**src/rtl/fetch_sequencer.sv**
```systemverilog
`timescale 1ns/1ps
// fetch_sequencer: producer side of the instruction/control interface.
// Holds pc, the instruction register, the execute-cycle bit and the carry
// flag. It steps each instruction through FETCH -> EXEC0 [-> EXEC1] and
// retires it on its last execute cycle.
//
// Optional build macro FETCH_SEQUENCER_RETIRE_COUNT_EN adds the retired_count
// and stall_count outputs. The default build leaves both out.
//
// Handshake: imem_req is high for every FETCH cycle after reset release and
// stays high until the byte arrives. A byte is accepted on a rising edge where
// imem_req && imem_valid. imem_valid is ignored while imem_req is low, and
// imem_req never drops while it waits for imem_valid.
module fetch_sequencer #(
  parameter int          ADDR_W   = 16,
  parameter logic [63:0] RESET_PC = 64'd0
) (
  input  logic              clk,
  input  logic              rst_n,
  output logic              imem_req,
  output logic [ADDR_W-1:0] imem_addr,
  input  logic              imem_valid,
  input  logic [7:0]        imem_rdata,
  output logic [7:0]        inst,
  output logic              cycle,
  output logic              carry,
  output logic              exec_valid,
  input  logic              mc,
  input  logic              j,
  input  logic              lj,
  input  logic [ADDR_W-1:0] jump_target,
  input  logic              wc,
  input  logic              alu_cout,
  input  logic              carry_clr,
  input  logic              dmem_stall,
  output logic              retire,
  output logic              link_we,
  output logic [ADDR_W-1:0] link_addr,
`ifdef FETCH_SEQUENCER_RETIRE_COUNT_EN
  output logic [31:0]       retired_count,
  output logic [15:0]       stall_count,
`endif
  output logic [ADDR_W-1:0] pc,
  output logic [1:0]        dbg_state
);

  localparam logic [ADDR_W-1:0] PC_INIT = RESET_PC[ADDR_W-1:0];

  typedef enum logic [1:0] {
    S_FETCH = 2'd0,
    S_EXEC0 = 2'd1,
    S_EXEC1 = 2'd2
  } state_t;

  state_t            state;
  state_t            state_nxt;
  logic              run;        // low for the reset period and for the first clock after release
  logic [ADDR_W-1:0] pc_inc;
  logic [ADDR_W-1:0] link_q;
  logic              stalled;
  logic              carry_en;

  // pc+1 wraps naturally at 2^ADDR_W
  assign pc_inc     = pc + ADDR_W'(1);
  assign imem_addr  = pc;
  assign imem_req   = (state == S_FETCH) && run;
  assign exec_valid = (state != S_FETCH);
  assign cycle      = (state == S_EXEC1);
  assign stalled    = (state == S_EXEC1) && dmem_stall;
  assign carry_en   = exec_valid && !stalled;
  assign link_we    = retire && lj;
  assign link_addr  = link_we ? pc_inc : link_q;
  assign dbg_state  = state;

  // State register. run holds off the first request until one clock after release.
  always_ff @(posedge clk or negedge rst_n) begin
    if (!rst_n) begin
      state <= S_FETCH;
      run   <= 1'b0;
    end else begin
      state <= state_nxt;
      run   <= 1'b1;
    end
  end

  // Next state and the retire strobe
  always_comb begin
    state_nxt = state;
    retire    = 1'b0;
    case (state)
      S_FETCH: begin
        if (run && imem_valid) state_nxt = S_EXEC0;
      end
      S_EXEC0: begin
        if (mc) begin
          state_nxt = S_EXEC1;
        end else begin
          retire    = 1'b1;
          state_nxt = S_FETCH;
        end
      end
      S_EXEC1: begin
        if (!dmem_stall) begin
          retire    = 1'b1;
          state_nxt = S_FETCH;
        end
      end
      default: state_nxt = S_FETCH;
    endcase
  end

  // Instruction register: loads only on an accepted fetch
  always_ff @(posedge clk or negedge rst_n) begin
    if (!rst_n) begin
      inst <= 8'h00;
    end else if (imem_req && imem_valid) begin
      inst <= imem_rdata;
    end
  end

  // PC update at retire. lj takes priority over j, and j over the increment.
  always_ff @(posedge clk or negedge rst_n) begin
    if (!rst_n) begin
      pc <= PC_INIT;
    end else if (retire) begin
      if (lj || j) pc <= jump_target;
      else         pc <= pc_inc;
    end
  end

  // Link address register, so link_addr holds between link writes
  always_ff @(posedge clk or negedge rst_n) begin
    if (!rst_n) begin
      link_q <= '0;
    end else if (link_we) begin
      link_q <= pc_inc;
    end
  end

  // Carry flag. A clear beats a write, and both are ignored in FETCH and stalled EXEC1.
  always_ff @(posedge clk or negedge rst_n) begin
    if (!rst_n) begin
      carry <= 1'b0;
    end else if (carry_en) begin
      if (carry_clr) carry <= 1'b0;
      else if (wc)   carry <= alu_cout;
    end
  end

`ifdef FETCH_SEQUENCER_RETIRE_COUNT_EN
  // Retire counter that wraps, and a stall counter that saturates
  always_ff @(posedge clk or negedge rst_n) begin
    if (!rst_n) begin
      retired_count <= 32'd0;
      stall_count   <= 16'd0;
    end else begin
      if (retire) retired_count <= retired_count + 32'd1;
      if (stalled && (stall_count != 16'hFFFF)) stall_count <= stall_count + 16'd1;
    end
  end
`endif

endmodule

```
**config.mk**
```make
export PLATFORM = sky130hd
export DESIGN_NAME = fetch_sequencer
export DESIGN_NICKNAME = d
export VERILOG_FILES = /design/src/rtl/fetch_sequencer.sv
export SDC_FILE = /design/constraint.sdc
export NUM_CORES = 1
export LEC_CHECK = 0
export CAP_MARGIN = 15
export CORE_MARGIN = 1.5
export CORE_UTILIZATION = 45
export CTS_BUF_LIST = sky130_fd_sc_hd__clkbuf_8
export CTS_CLUSTER_SIZE = 24
export DETAILED_ROUTE_END_ITERATION = 10
export PLACE_DENSITY = 0.83
export SLEW_MARGIN = 5
export SYNTH_ARGS = -nofsm -noshare
export SYNTH_HDL_FRONTEND = slang
export SYNTH_SLANG_ARGS = --single-unit
```
**constraint.sdc**
```tcl
create_clock -name clk -period 2.2 [get_ports clk]
set_input_delay 0.33 -clock clk [delete_from_list [all_inputs] [get_ports clk]]
set_output_delay 0.33 -clock clk [all_outputs]
set_load 0.1 [all_outputs]
```
==> metrics.log, run 1 <==
[metrics] run status: finished with violations
[metrics] violated checks: hold timing, setup timing
[metrics] antenna violations before repair: 0
[metrics] portion of netlist area occupied by mux cells: under 10%
[metrics] fraction of layout cells with a size suffix above 1: 50.0%
[metrics] Final Skew: between 0.007 and 0.008 ns
[metrics] area of the multi-input gates: 0.00144 mm^2
[metrics] register-to-register setup slack: between 0.2 and 0.25 ns
[metrics] area of all placed cells without fillers: 0.00422 mm^2
[metrics] Die X: 76.4 um
[metrics] Worst Setup Slack, final: -0.175 ns
[metrics] Synth Area in Adders: 2.58%
[metrics] most used standard cell by instance count after synthesis: sky130_fd_sc_hd__dfrtp_1
[metrics] Post-DP HPWL: 4.99 mm
[metrics] RSZ-0062 raised after global routing: yes
[metrics] total length of routed wires: 7.66 mm
[metrics] Crit Reg-Reg Startpoint: dbg_state[0]
[metrics] GRT overflow: 0
[metrics] Worst Path Class, Setup: flip-flop to output pin
[metrics] xor and xnor area share after synthesis: 4.69%
[metrics] transition time of the tightest slew-check pin: 0.506 ns
[metrics] data required time of the critical path: 1.87 ns
[metrics] top cell type's share of synthesized area: 45.4%
[metrics] clk buf depth: 2
[metrics] max-cap violation count: 0
[metrics] element type at the critical path start: flip-flop
[metrics] fraction of the yosys area taken by sequential cells: between 40% and 50%
[metrics] drt drc: 0
[metrics] number of nets in the finished design: 400
[metrics] Simple-Gate Fraction of Synth Area: 15.7%
[metrics] Pre-antenna DRT Iters: 4
[metrics] Hold Fails Final Rpt: 2
[metrics] clock insertion delay at the later pin of the skew report: around 0.29 ns
[metrics] #FFs+latches synth: 44
[metrics] CTS clk-pin slew, worst paths: 0.08 ns
[metrics] post-synthesis cell type count: 42
[metrics] Highest Clock Rate: 421 MHz
[metrics] Antenna Cells: 0
[metrics] Final Max Slew Viols: 0
[metrics] most numerous cell types in the synthesized netlist: sky130_fd_sc_hd__dfrtp_1, sky130_fd_sc_hd__a21oi_1, sky130_fd_sc_hd__nor2_1
[metrics] Worst setup EP type: output pin
[metrics] placeable core region: 0.00514 mm^2
[metrics] Starting Density: 47.2%
[metrics] number of fillers in the final layout: 291
[metrics] maximum number of pins on one net before global-route repair: 28
[metrics] initial detailed-routing violation count: 89
[metrics] number of global-route vias before repair: 2443
[metrics] dominant cell type by area after synthesis: sky130_fd_sc_hd__dfrtp_1
[metrics] buffer type at the clock tree root: sky130_fd_sc_hd__clkbuf_8
[metrics] worst hold path class: input port to asynchronous set/reset pin
[metrics] layout-stage area growth over the synthesis result: 73.7%
[metrics] combined area of all synthesized cells: 0.00243 mm^2
[metrics] Final Wtd Congestion: roughly 0.85
[metrics] vias per cell: 5.54
[metrics] first-pass GRT wire length: roughly 13 mm
[metrics] Worst Path Max Fanout: 8
[metrics] Die ar.: 0.00584 mm^2
[metrics] detailed-route wire length per cell: 17.7 um
[metrics] main combinational cell family by area after synthesis: compound AO/OA/AOI/OAI gates
[metrics] Max transition margin: 66.3%
[metrics] instance area after placement: 0.00377 mm^2
[metrics] gr usage total: between 20% and 30%
[metrics] antenna violation net count after detailed routing: 0
[metrics] standard-cell row count: 26
[metrics] length in cells of the worst reg-to-reg path: 7
[metrics] Max H-tree Level: 2
[metrics] main area contributors after synthesis: sky130_fd_sc_hd__dfrtp_1, sky130_fd_sc_hd__buf_4, sky130_fd_sc_hd__a21oi_1
[metrics] total via count after detailed routing: between 2000 and 2500
[metrics] hold slack: -0.00174 ns
[metrics] number of nets produced by synthesis: 292
[metrics] count of final setup violators: 17
[metrics] port buffer count: 97
[metrics] Synth Instances: 253
[metrics] final core utilization: 82.0%
[metrics] average footprint of a synthesized cell: 9.59 um^2
[metrics] post-synthesis compound-gate area fraction: 16.5%
[metrics] number of enable-type register cells in the synthesized netlist: 0
[metrics] min cycle time layout: 2.38 ns
[metrics] total clock buffers created by CTS: 5
[metrics] data arrival time at the worst-slack endpoint: slightly above 2 ns
[metrics] CTS sink count: 44
[metrics] asr flop ratio synth: between 90% and 100%
[metrics] Vert. Die Dim: 76.4 um
[metrics] YS warnings: 0
[metrics] CTS tree: yes
[metrics] area taken by flip-flops and latches: 0.00114 mm^2
[metrics] RR Endpoint: imem_addr[15]
[metrics] ys flop type: sky130_fd_sc_hd__dfrtp_1
[metrics] final worst path period share: 108%
[metrics] top-level I/O count: 98
registers in the layout, indices dropped and copies added (netlist names):
register,flops
carry,1
imem_addr,16
dbg_state,2
inst,8
link_q,16
run,1
cell type report:
class,instances,share of cell area [%]
Clock buffer,7,2.29
Clock inverter,1,0.0890
Inverter,8,1.04
Multi-Input combinational cell,170,34.3
Sequential cell,44,27.0
Tap cell,70,2.08
Timing Repair Buffer,132,33.3
metal layers:
layer  wire length (um)  GRT usage [%]
met5                  0              0
met4                185           9.07
met3                474           5.39
met2               4000           49.6
met1               2990           32.3
cells in the final DEF, fill, tap and decap left out, types with 7 or more instances in the layout:
master,synthesis,routed
sky130_fd_sc_hd__nor2_4,0,7
sky130_fd_sc_hd__clkdlybuf4s50_1,0,32
sky130_fd_sc_hd__o22ai_1,7,7
sky130_fd_sc_hd__clkbuf_8,0,7
sky130_fd_sc_hd__o21ai_0,12,12
sky130_fd_sc_hd__buf_12,0,25
sky130_fd_sc_hd__a21oi_1,25,11
sky130_fd_sc_hd__dfrtp_1,44,28
sky130_fd_sc_hd__buf_4,18,68
sky130_fd_sc_hd__dfrtp_2,0,10
sky130_fd_sc_hd__a21oi_4,0,14
sky130_fd_sc_hd__a2bb2oi_1,7,7
sky130_fd_sc_hd__mux2_2,9,8
sky130_fd_sc_hd__nand2_1,16,15
sky130_fd_sc_hd__nor2_1,25,17
kinds of logic after synthesis:
| logic type | Yosys count |
|---|---|
| other | 1 |
| buffers and inverters | 39 |
| AND/OR/NAND/NOR | 73 |
| adder cells (fa/ha/maj) | 5 |
| multiplexers | 12 |
| XOR/XNOR | 13 |
| AO/OA/AOI/OAI | 66 |
| flip-flops | 44 |
how the worst max path moves through the flow:
stage            startpoint            to  slack [ns]
3_5_place_dp             mc  link_addr[8]       -0.03
5_1_grt        dbg_state[0]  link_addr[0]       -0.23
2_1_floorplan  dbg_state[0]  link_addr[0]       -0.38
4_1_cts        dbg_state[0]  link_addr[3]       -0.16
6_report       dbg_state[0]  link_addr[0]       -0.18
3_3_place_gp             mc  link_addr[8]        0.04
stage by stage:
stage / setup TNS, ns / cells / setup slack (ns) / hold WS, ns
6_report: -1.87 / 432 / -0.175 / -0.00174
3_3_place_gp: 0 / 403 / 0.0405 / 0.320
4_1_cts: -2.14 / 429 / -0.165 / 0.0118
5_1_grt: -2.93 / 432 / -0.234 / 0.0348
2_1_floorplan: -7.65 / 253 / -0.384 / 0.0344
3_5_place_dp: -0.0790 / 403 / -0.0280 / 0.326
timing repair:
item,in CTS,in global routing
pin swaps,5,3
setup endpoints to repair,18,17
gates cloned,1,0
hold buffers,0,0
buffers inserted,17,4
endpoints found under the hold margin,0,0
resized for setup,33,7
critical path: stages, from the launching register on:
cell and delay [ns]:
sky130_fd_sc_hd__dfrtp_4 0.47, sky130_fd_sc_hd__inv_6 0.05, sky130_fd_sc_hd__ha_4 0.27, sky130_fd_sc_hd__nand2_4 0.05, sky130_fd_sc_hd__a21oi_4 0.24, sky130_fd_sc_hd__buf_12 0.19, sky130_fd_sc_hd__mux2i_4 0.27, sky130_fd_sc_hd__buf_12 0.20
Power of run 1 is left out: the tool's default activity adds up to more than one toggle a clock period on the data nets, which glitch-free logic cannot reach.
==> inputs of run 2 (changes only) <==
--- a/config.mk
+++ b/config.mk
@@ -6,12 +6,13 @@
 export NUM_CORES = 1
 export LEC_CHECK = 0
 export CAP_MARGIN = 15
-export CORE_MARGIN = 1.5
+export CORE_MARGIN = 1
 export CORE_UTILIZATION = 45
 export CTS_BUF_LIST = sky130_fd_sc_hd__clkbuf_8
 export CTS_CLUSTER_SIZE = 24
 export DETAILED_ROUTE_END_ITERATION = 10
 export PLACE_DENSITY = 0.83
+export RECOVER_POWER = 25
 export SLEW_MARGIN = 5
 export SYNTH_ARGS = -nofsm -noshare
 export SYNTH_HDL_FRONTEND = slang
==> run 2 against run 1 <==
Against the previous run: the run ends with capacitance limit, slew limit, setup timing left; count of clock-buffer cells in the layout decreased by 1; non-clock buffer count decreased by 2; maximum frequency decreased by 0.86%; sequential cell count unchanged; cell count decreased by 0.46%; clock skew increased by 0.0029 ns; critical path depth decreased by 2; register-to-register slack improved by 0.03 ns; cell area decreased by 1.9%; via count increased by 0.59%; setup slack got worse by 0.021 ns; critical endpoint is now link_addr[13].
==> metrics.log, run 2 (synthesis results as in run 1) <==
[metrics] run status: finished with violations
[metrics] violated checks: capacitance limit, slew limit, setup timing
[metrics] data required time of the critical path: 1.87 ns
[metrics] total buffers and inverters traversed by the critical path: 1
[metrics] CTS sink count: 44
[metrics] drt drc: 0
[metrics] Hold Fails Final Rpt: 0
[metrics] Final Max Slew Viols: 37
[metrics] Vert. Die Dim: 75.4 um
[metrics] commonest non-fill, non-tap cell in the layout: sky130_fd_sc_hd__buf_4
[metrics] Final Skew: 0.0106 ns
[metrics] Starting Density: between 40% and 50%
[metrics] clock insertion delay at the later pin of the skew report: 0.31 ns
[metrics] antenna violation net count after detailed routing: 0
[metrics] Max stage delay cell, worst path: sky130_fd_sc_hd__dfrtp_4
[metrics] Final Wtd Congestion: 0.850
[metrics] startpoint of the most critical setup path: imem_addr[7]
[metrics] standard-cell row count: 26
[metrics] Worst Setup Slack, final: -0.196 ns
[metrics] detailed-route wire length per cell: 17.7 um
[metrics] min cycle time layout: roughly 2.4 ns
[metrics] Max H-tree Level: 2
[metrics] Highest Clock Rate: 417 MHz
[metrics] source of the worst hold timing path: inst[0]
[metrics] Worst Path Class, Setup: flip-flop to output pin
[metrics] final worst path period share: 109%
[metrics] GRT overflow: 0
[metrics] longest individual stage delay on the worst path: ~0.50 ns
[metrics] total via count after detailed routing: 2406
[metrics] instance area after placement: 0.00376 mm^2
[metrics] vias per cell: around 5.6
[metrics] number of fillers in the final layout: 316
[metrics] Max transition margin: -31.8%
[metrics] final core utilization: 80.5%
[metrics] area of all placed cells without fillers: 0.00414 mm^2
[metrics] number of nets in the finished design: 398
[metrics] clk buf depth: 2
[metrics] Antenna Cells: 0
[metrics] port buffer count: 97
[metrics] layout-stage area growth over the synthesis result: 70.4%
[metrics] gr usage total: 27.0%
[metrics] Post-DP HPWL: 4.88 mm
[metrics] CTS tree: yes
[metrics] count of final setup violators: 17
[metrics] Die X: 75.4 um
[metrics] top-level I/O count: 98
[metrics] Crit Reg-Reg Startpoint: dbg_state[0]
[metrics] Die ar.: 0.00569 mm^2
[metrics] fraction of layout cells with a size suffix above 1: a little under half
[metrics] antenna violations before repair: 0
[metrics] Worst setup EP type: output pin
[metrics] RSZ-0062 raised after global routing: yes
[metrics] Pre-antenna DRT Iters: 4
[metrics] maximum number of pins on one net before global-route repair: 37
[metrics] Worst Path Max Fanout: 10
[metrics] total length of routed wires: 7.60 mm
[metrics] first-pass GRT wire length: 11.2 mm
[metrics] element type at the critical path start: flip-flop
[metrics] Largest delay share family, worst path: simple AND/OR/NAND/NOR gates
[metrics] number of global-route vias before repair: 2320
[metrics] CTS Hold Bufs: 0
[metrics] worst hold path class: flip-flop to flip-flop
[metrics] buffer type at the clock tree root: sky130_fd_sc_hd__clkbuf_8
[metrics] transition time of the tightest slew-check pin: 1.98 ns
[metrics] initial detailed-routing violation count: 167
[metrics] total clock buffers created by CTS: 5
[metrics] commonest cells after routing, fill and taps aside: sky130_fd_sc_hd__buf_4, sky130_fd_sc_hd__clkdlybuf4s50_1, sky130_fd_sc_hd__dfrtp_1, sky130_fd_sc_hd__buf_12, sky130_fd_sc_hd__nor2_1
[metrics] data arrival time at the worst-slack endpoint: approximately 2.1 ns
[metrics] sequence of cells on the critical path: nand4_1 -> nor4_2 -> xnor2_1 -> a21oi_4 -> buf_12
[metrics] max-cap violation count: 1
[metrics] CTS clk-pin slew, worst paths: 0.09 ns
[metrics] placeable core region: between 0.005 and 0.006 mm^2
## run 2: cell types whose count changed in the layout (fill, tap and decap cells not counted), moves of 2 or more
cell                         change
sky130_fd_sc_hd__buf_4           -3
sky130_fd_sc_hd__nor2_4          -5
sky130_fd_sc_hd__clkinvlp_4      +2
sky130_fd_sc_hd__nor2_1          +5
sky130_fd_sc_hd__xnor2_1         +2
sky130_fd_sc_hd__xnor2_2         -2
sky130_fd_sc_hd__buf_8           +3
sky130_fd_sc_hd__buf_6           -2
sky130_fd_sc_hd__and3_4          -4
sky130_fd_sc_hd__and3_2          +3
## run 2: final timing paths
kind	end	slack, ns	cells past startpoint
max	link_addr[13]	-0.20	5
min	inst[0]	0.52	1
max reg2reg	imem_addr[15]	0.26	7
min reg2reg	inst[0]	0.52	1
max in group asynchronous	imem_addr[2]	0.23	1
min in group asynchronous	link_q[7]	0.56	1
## run 2: cell type report
| class | instances | area (um^2) | area share [%] |
|---|---|---|---|
| clock buffers | 6 | 82.6 | 2.00 |
| clock inverters | 2 | 15.0 | 0.363 |
| inverters | 8 | 41.3 | 0.998 |
| multi-input cells | 170 | 1370 | 33.1 |
| flip-flops and latches | 44 | 1140 | 27.5 |
| well taps | 70 | 87.6 | 2.12 |
| repair buffers | 130 | 1400 | 33.9 |
## run 2: repair_timing
item | 4_1_cts | 5_1_grt
cloned | 1 | 0
setup endpoints to repair | 18 | 17
resized for setup | 23 | 3
buffers inserted | 14 | 5
pin swaps | 11 | 4
## run 2: through the flow
| step | worst slack [ns] | hold WS [ns] | instances | TNS [ns] |
|---|---|---|---|---|
| after global routing | -0.289 | 0.538 | 430 | -5.20 |
| final | -0.196 | 0.519 | 430 | -2.59 |
| after floorplan | -0.384 | 0.0344 | 253 | -7.65 |
| after detailed placement | -0.0149 | 0.466 | 403 | -0.0462 |
| after global placement | 0.0219 | 0.465 | 403 | 0 |
| after CTS | -0.180 | 0.129 | 426 | -2.44 |
## run 2: worst reg2reg max path, delay by kind of cell (launching register included)
kind / cells / cell delay (ns)
flip-flops: 1 / 0.52
buffers and inverters: 2 / 0.28
AO/OA/AOI/OAI: 1 / 0.25
adder cells (fa/ha/maj): 1 / 0.15
AND/OR/NAND/NOR: 3 / 0.68
## run 2: metal layers
layer  share of wire [%]  vias to the layer above  GRT usage, %  wire [um]
li1                    -                     1086             -          -
met5                   0                        -             0          0
met4                 1.6                        0          9.88        123
met1                  40                     1197          33.1       3030
met3                 6.1                       16          5.56        461
met2                  52                      107          47.1       3980
Power of run 2 is left out for the same reason.
==> inputs of run 3 (changes only) <==
--- a/config.mk
+++ b/config.mk
@@ -6,7 +6,7 @@
 export NUM_CORES = 1
 export LEC_CHECK = 0
 export CAP_MARGIN = 15
-export CORE_MARGIN = 1
+export CORE_MARGIN = 4
 export CORE_UTILIZATION = 45
 export CTS_BUF_LIST = sky130_fd_sc_hd__clkbuf_8
 export CTS_CLUSTER_SIZE = 24
==> run 3 against run 2 <==
Against the previous run: the run still ends with capacitance limit, slew limit, setup timing left; routed wire length increased by 11%; register-to-register slack got worse by 0.07 ns; global-route usage decreased by 0.44 points; cell count increased by 0.23%; setup slack improved by 0.013 ns; cell area increased by 2.3%; via count increased by 2.5%; first-iteration DRC count decreased by 25%; critical path type unchanged.
==> metrics.log, run 3 (synthesis results as in run 1) <==
[metrics] run status: finished with violations
[metrics] violated checks: capacitance limit, slew limit, setup timing
[metrics] Max transition margin: -32.1%
[metrics] min cycle time layout: between 2 and 2.5 ns
[metrics] Largest delay share family, worst path: buffers and inverters
[metrics] Starting Density: 46.9%
[metrics] Die ar.: 0.00663 mm^2
[metrics] Final Skew: 0.0112 ns
[metrics] total clock buffers created by CTS: 5
[metrics] clk buf depth: 2
[metrics] Worst Path Class, Setup: flip-flop to output pin
[metrics] Crit Reg-Reg Startpoint: dbg_state[0]
[metrics] total via count after detailed routing: approximately 2500
[metrics] Antenna Cells: 0
[metrics] final-layout setup total negative slack: -2.64 ns
[metrics] Stages on worst setup path: 9
[metrics] total buffers and inverters traversed by the critical path: 4
[metrics] Highest Clock Rate: 420 MHz
[metrics] layout-stage area growth over the synthesis result: 74.3%
[metrics] data required time of the critical path: 1.87 ns
[metrics] element type at the critical path start: flip-flop
[metrics] setup slack at placement: -0.0713 ns
[metrics] Max stage delay cell, worst path: sky130_fd_sc_hd__dfrtp_4
[metrics] startpoint of the most critical setup path: dbg_state[0]
[metrics] gr usage total: between 20% and 30%
[metrics] worst hold path class: flip-flop to flip-flop
[metrics] fraction of layout cells with a size suffix above 1: 49.3%
[metrics] maximum number of pins on one net before global-route repair: 37
[metrics] count of final setup violators: 17
[metrics] transition time of the tightest slew-check pin: 1.98 ns
[metrics] register-to-register setup slack: 0.19 ns
[metrics] standard-cell row count: 26
[metrics] detailed-route wire length per cell: a little under 20 um
[metrics] longest individual stage delay on the worst path: 0.48 ns
[metrics] CP most frequent cell: sky130_fd_sc_hd__a21oi_4
[metrics] clock insertion delay at the later pin of the skew report: 0.31 ns
[metrics] max-cap violation count: 1
[metrics] number of fillers in the final layout: 270
[metrics] Pre-antenna DRT Iters: 5
[metrics] commonest non-fill, non-tap cell in the layout: sky130_fd_sc_hd__buf_4
[metrics] RR Endpoint: imem_addr[14]
[metrics] data arrival time at the worst-slack endpoint: between 2 and 2.5 ns
[metrics] Worst Path Max Fanout: 6
[metrics] length in cells of the worst reg-to-reg path: 10
[metrics] first-pass GRT wire length: 13.1 mm
[metrics] number of nets in the finished design: 399
[metrics] Final Wtd Congestion: ~0.83
[metrics] final worst path period share: 108%
[metrics] CTS tree: yes
[metrics] Worst setup EP type: output pin
[metrics] initial detailed-routing violation count: 126
[metrics] placeable core region: between 0.005 and 0.006 mm^2
[metrics] Die X: 81.4 um
[metrics] number of global-route vias before repair: 2584
[metrics] Post-DP HPWL: 5.28 mm
[metrics] instance area after placement: 0.00377 mm^2
[metrics] Max H-tree Level: 2
[metrics] CTS clk-pin slew, worst paths: 0.09 ns
[metrics] RSZ-0062 raised after global routing: yes
[metrics] Worst Setup Slack, final: -0.183 ns
[metrics] antenna violations before repair: 0
[metrics] GRT overflow: 0
[metrics] vias per cell: approximately 5.7
[metrics] CTS sink count: 44
[metrics] Hold Fails Final Rpt: 0
[metrics] drt drc: 0
[metrics] commonest cells after routing, fill and taps aside: sky130_fd_sc_hd__buf_4, sky130_fd_sc_hd__clkdlybuf4s50_1, sky130_fd_sc_hd__dfrtp_1, sky130_fd_sc_hd__buf_12, sky130_fd_sc_hd__nor2_1
[metrics] Vert. Die Dim: just over 80 um
[metrics] antenna violation net count after detailed routing: 0
[metrics] worst setup path end: link_addr[7]
[metrics] Final Max Slew Viols: 37
[metrics] buffer type at the clock tree root: sky130_fd_sc_hd__clkbuf_8
[metrics] port buffer count: 97
[metrics] area of all placed cells without fillers: 0.00423 mm^2
[metrics] top-level I/O count: 98
[metrics] total length of routed wires: 8.40 mm
[metrics] CTS Hold Bufs: 0
[metrics] sequence of cells on the critical path: inv_6 -> ha_4 -> nand2_4 -> a21oi_4 -> buf_6 -> buf_16 -> nor2_4 -> a21oi_4 -> buf_12
==> run 3: cell types whose count changed in the layout (fill, tap and decap cells not counted), sizes merged <==
cell | before | now
clkinvlp | 3 | 2
bufinv | 0 | 1
clkbuf | 7 | 6
inv | 7 | 8
buf | 97 | 98
==> run 3: per-layer routing <==
layer | vias to the layer above | routed length (um) | track usage (%)
li1 | 1085 | - | -
met1 | 1216 | 3060 | 30.0
met2 | 136 | 4310 | 45.4
met3 | 30 | 696 | 7.46
met4 | 0 | 332 | 14.2
met5 | - | 0 | 0
==> run 3: worst register-to-register path, stage by stage (launching register included) <==
cell and delay (ns):
sky130_fd_sc_hd__dfrtp_4 0.53, sky130_fd_sc_hd__inv_6 0.10, sky130_fd_sc_hd__ha_4 0.15, sky130_fd_sc_hd__nand2b_4 0.06, sky130_fd_sc_hd__buf_4 0.13, sky130_fd_sc_hd__a21bo_2 0.25, sky130_fd_sc_hd__clkinvlp_4 0.12, sky130_fd_sc_hd__buf_4 0.18
sky130_fd_sc_hd__buf_4 0.14, sky130_fd_sc_hd__o21ai_0 0.09, sky130_fd_sc_hd__a2bb2oi_1 0.17
==> run 3: through the flow <==
step / cells / utilization (%) / hold WS (ns)
after CTS: 428 / 80.7 / 0.140
after global placement: 404 / 72.9 / 0.467
after floorplan: 253 / - / 0.0344
final: 431 / 81.8 / 0.512
after detailed placement: 404 / 72.9 / 0.466
after global routing: 431 / 81.8 / 0.539
==> run 3: area by class of cell <==
cell class	count	area (um^2)	area share [%]
well taps	70	87.6	2.07
multi-input cells	170	1430	33.7
inverters	8	41.3	0.976
flip-flops and latches	44	1140	26.8
clock inverters	3	46.3	1.09
clock buffers	5	68.8	1.63
repair buffers	131	1430	33.7
==> run 3: worst min-delay path by stage <==
| stage | from | endpoint | slack [ns] | depth (start not counted) |
|---|---|---|---|---|
| 3_3_place_gp | rst_n | carry | 0.47 | 1 |
| 3_5_place_dp | rst_n | carry | 0.47 | 1 |
| 4_1_cts | rst_n | link_q[6] | 0.14 | 1 |
| 6_report | inst[1] | inst[1] | 0.51 | 1 |
| 2_1_floorplan | rst_n | carry | 0.03 | 0 |
| 5_1_grt | inst[6] | inst[6] | 0.54 | 1 |
==> run 3: repair_timing <==
action                     in CTS  in global routing
cloned                          3                  0
gates resized for setup        30                  9
setup endpoints to repair      18                 18
setup buffers                  13                  3
pin swaps                       8                  5
Power of run 3 is left out for the same reason.
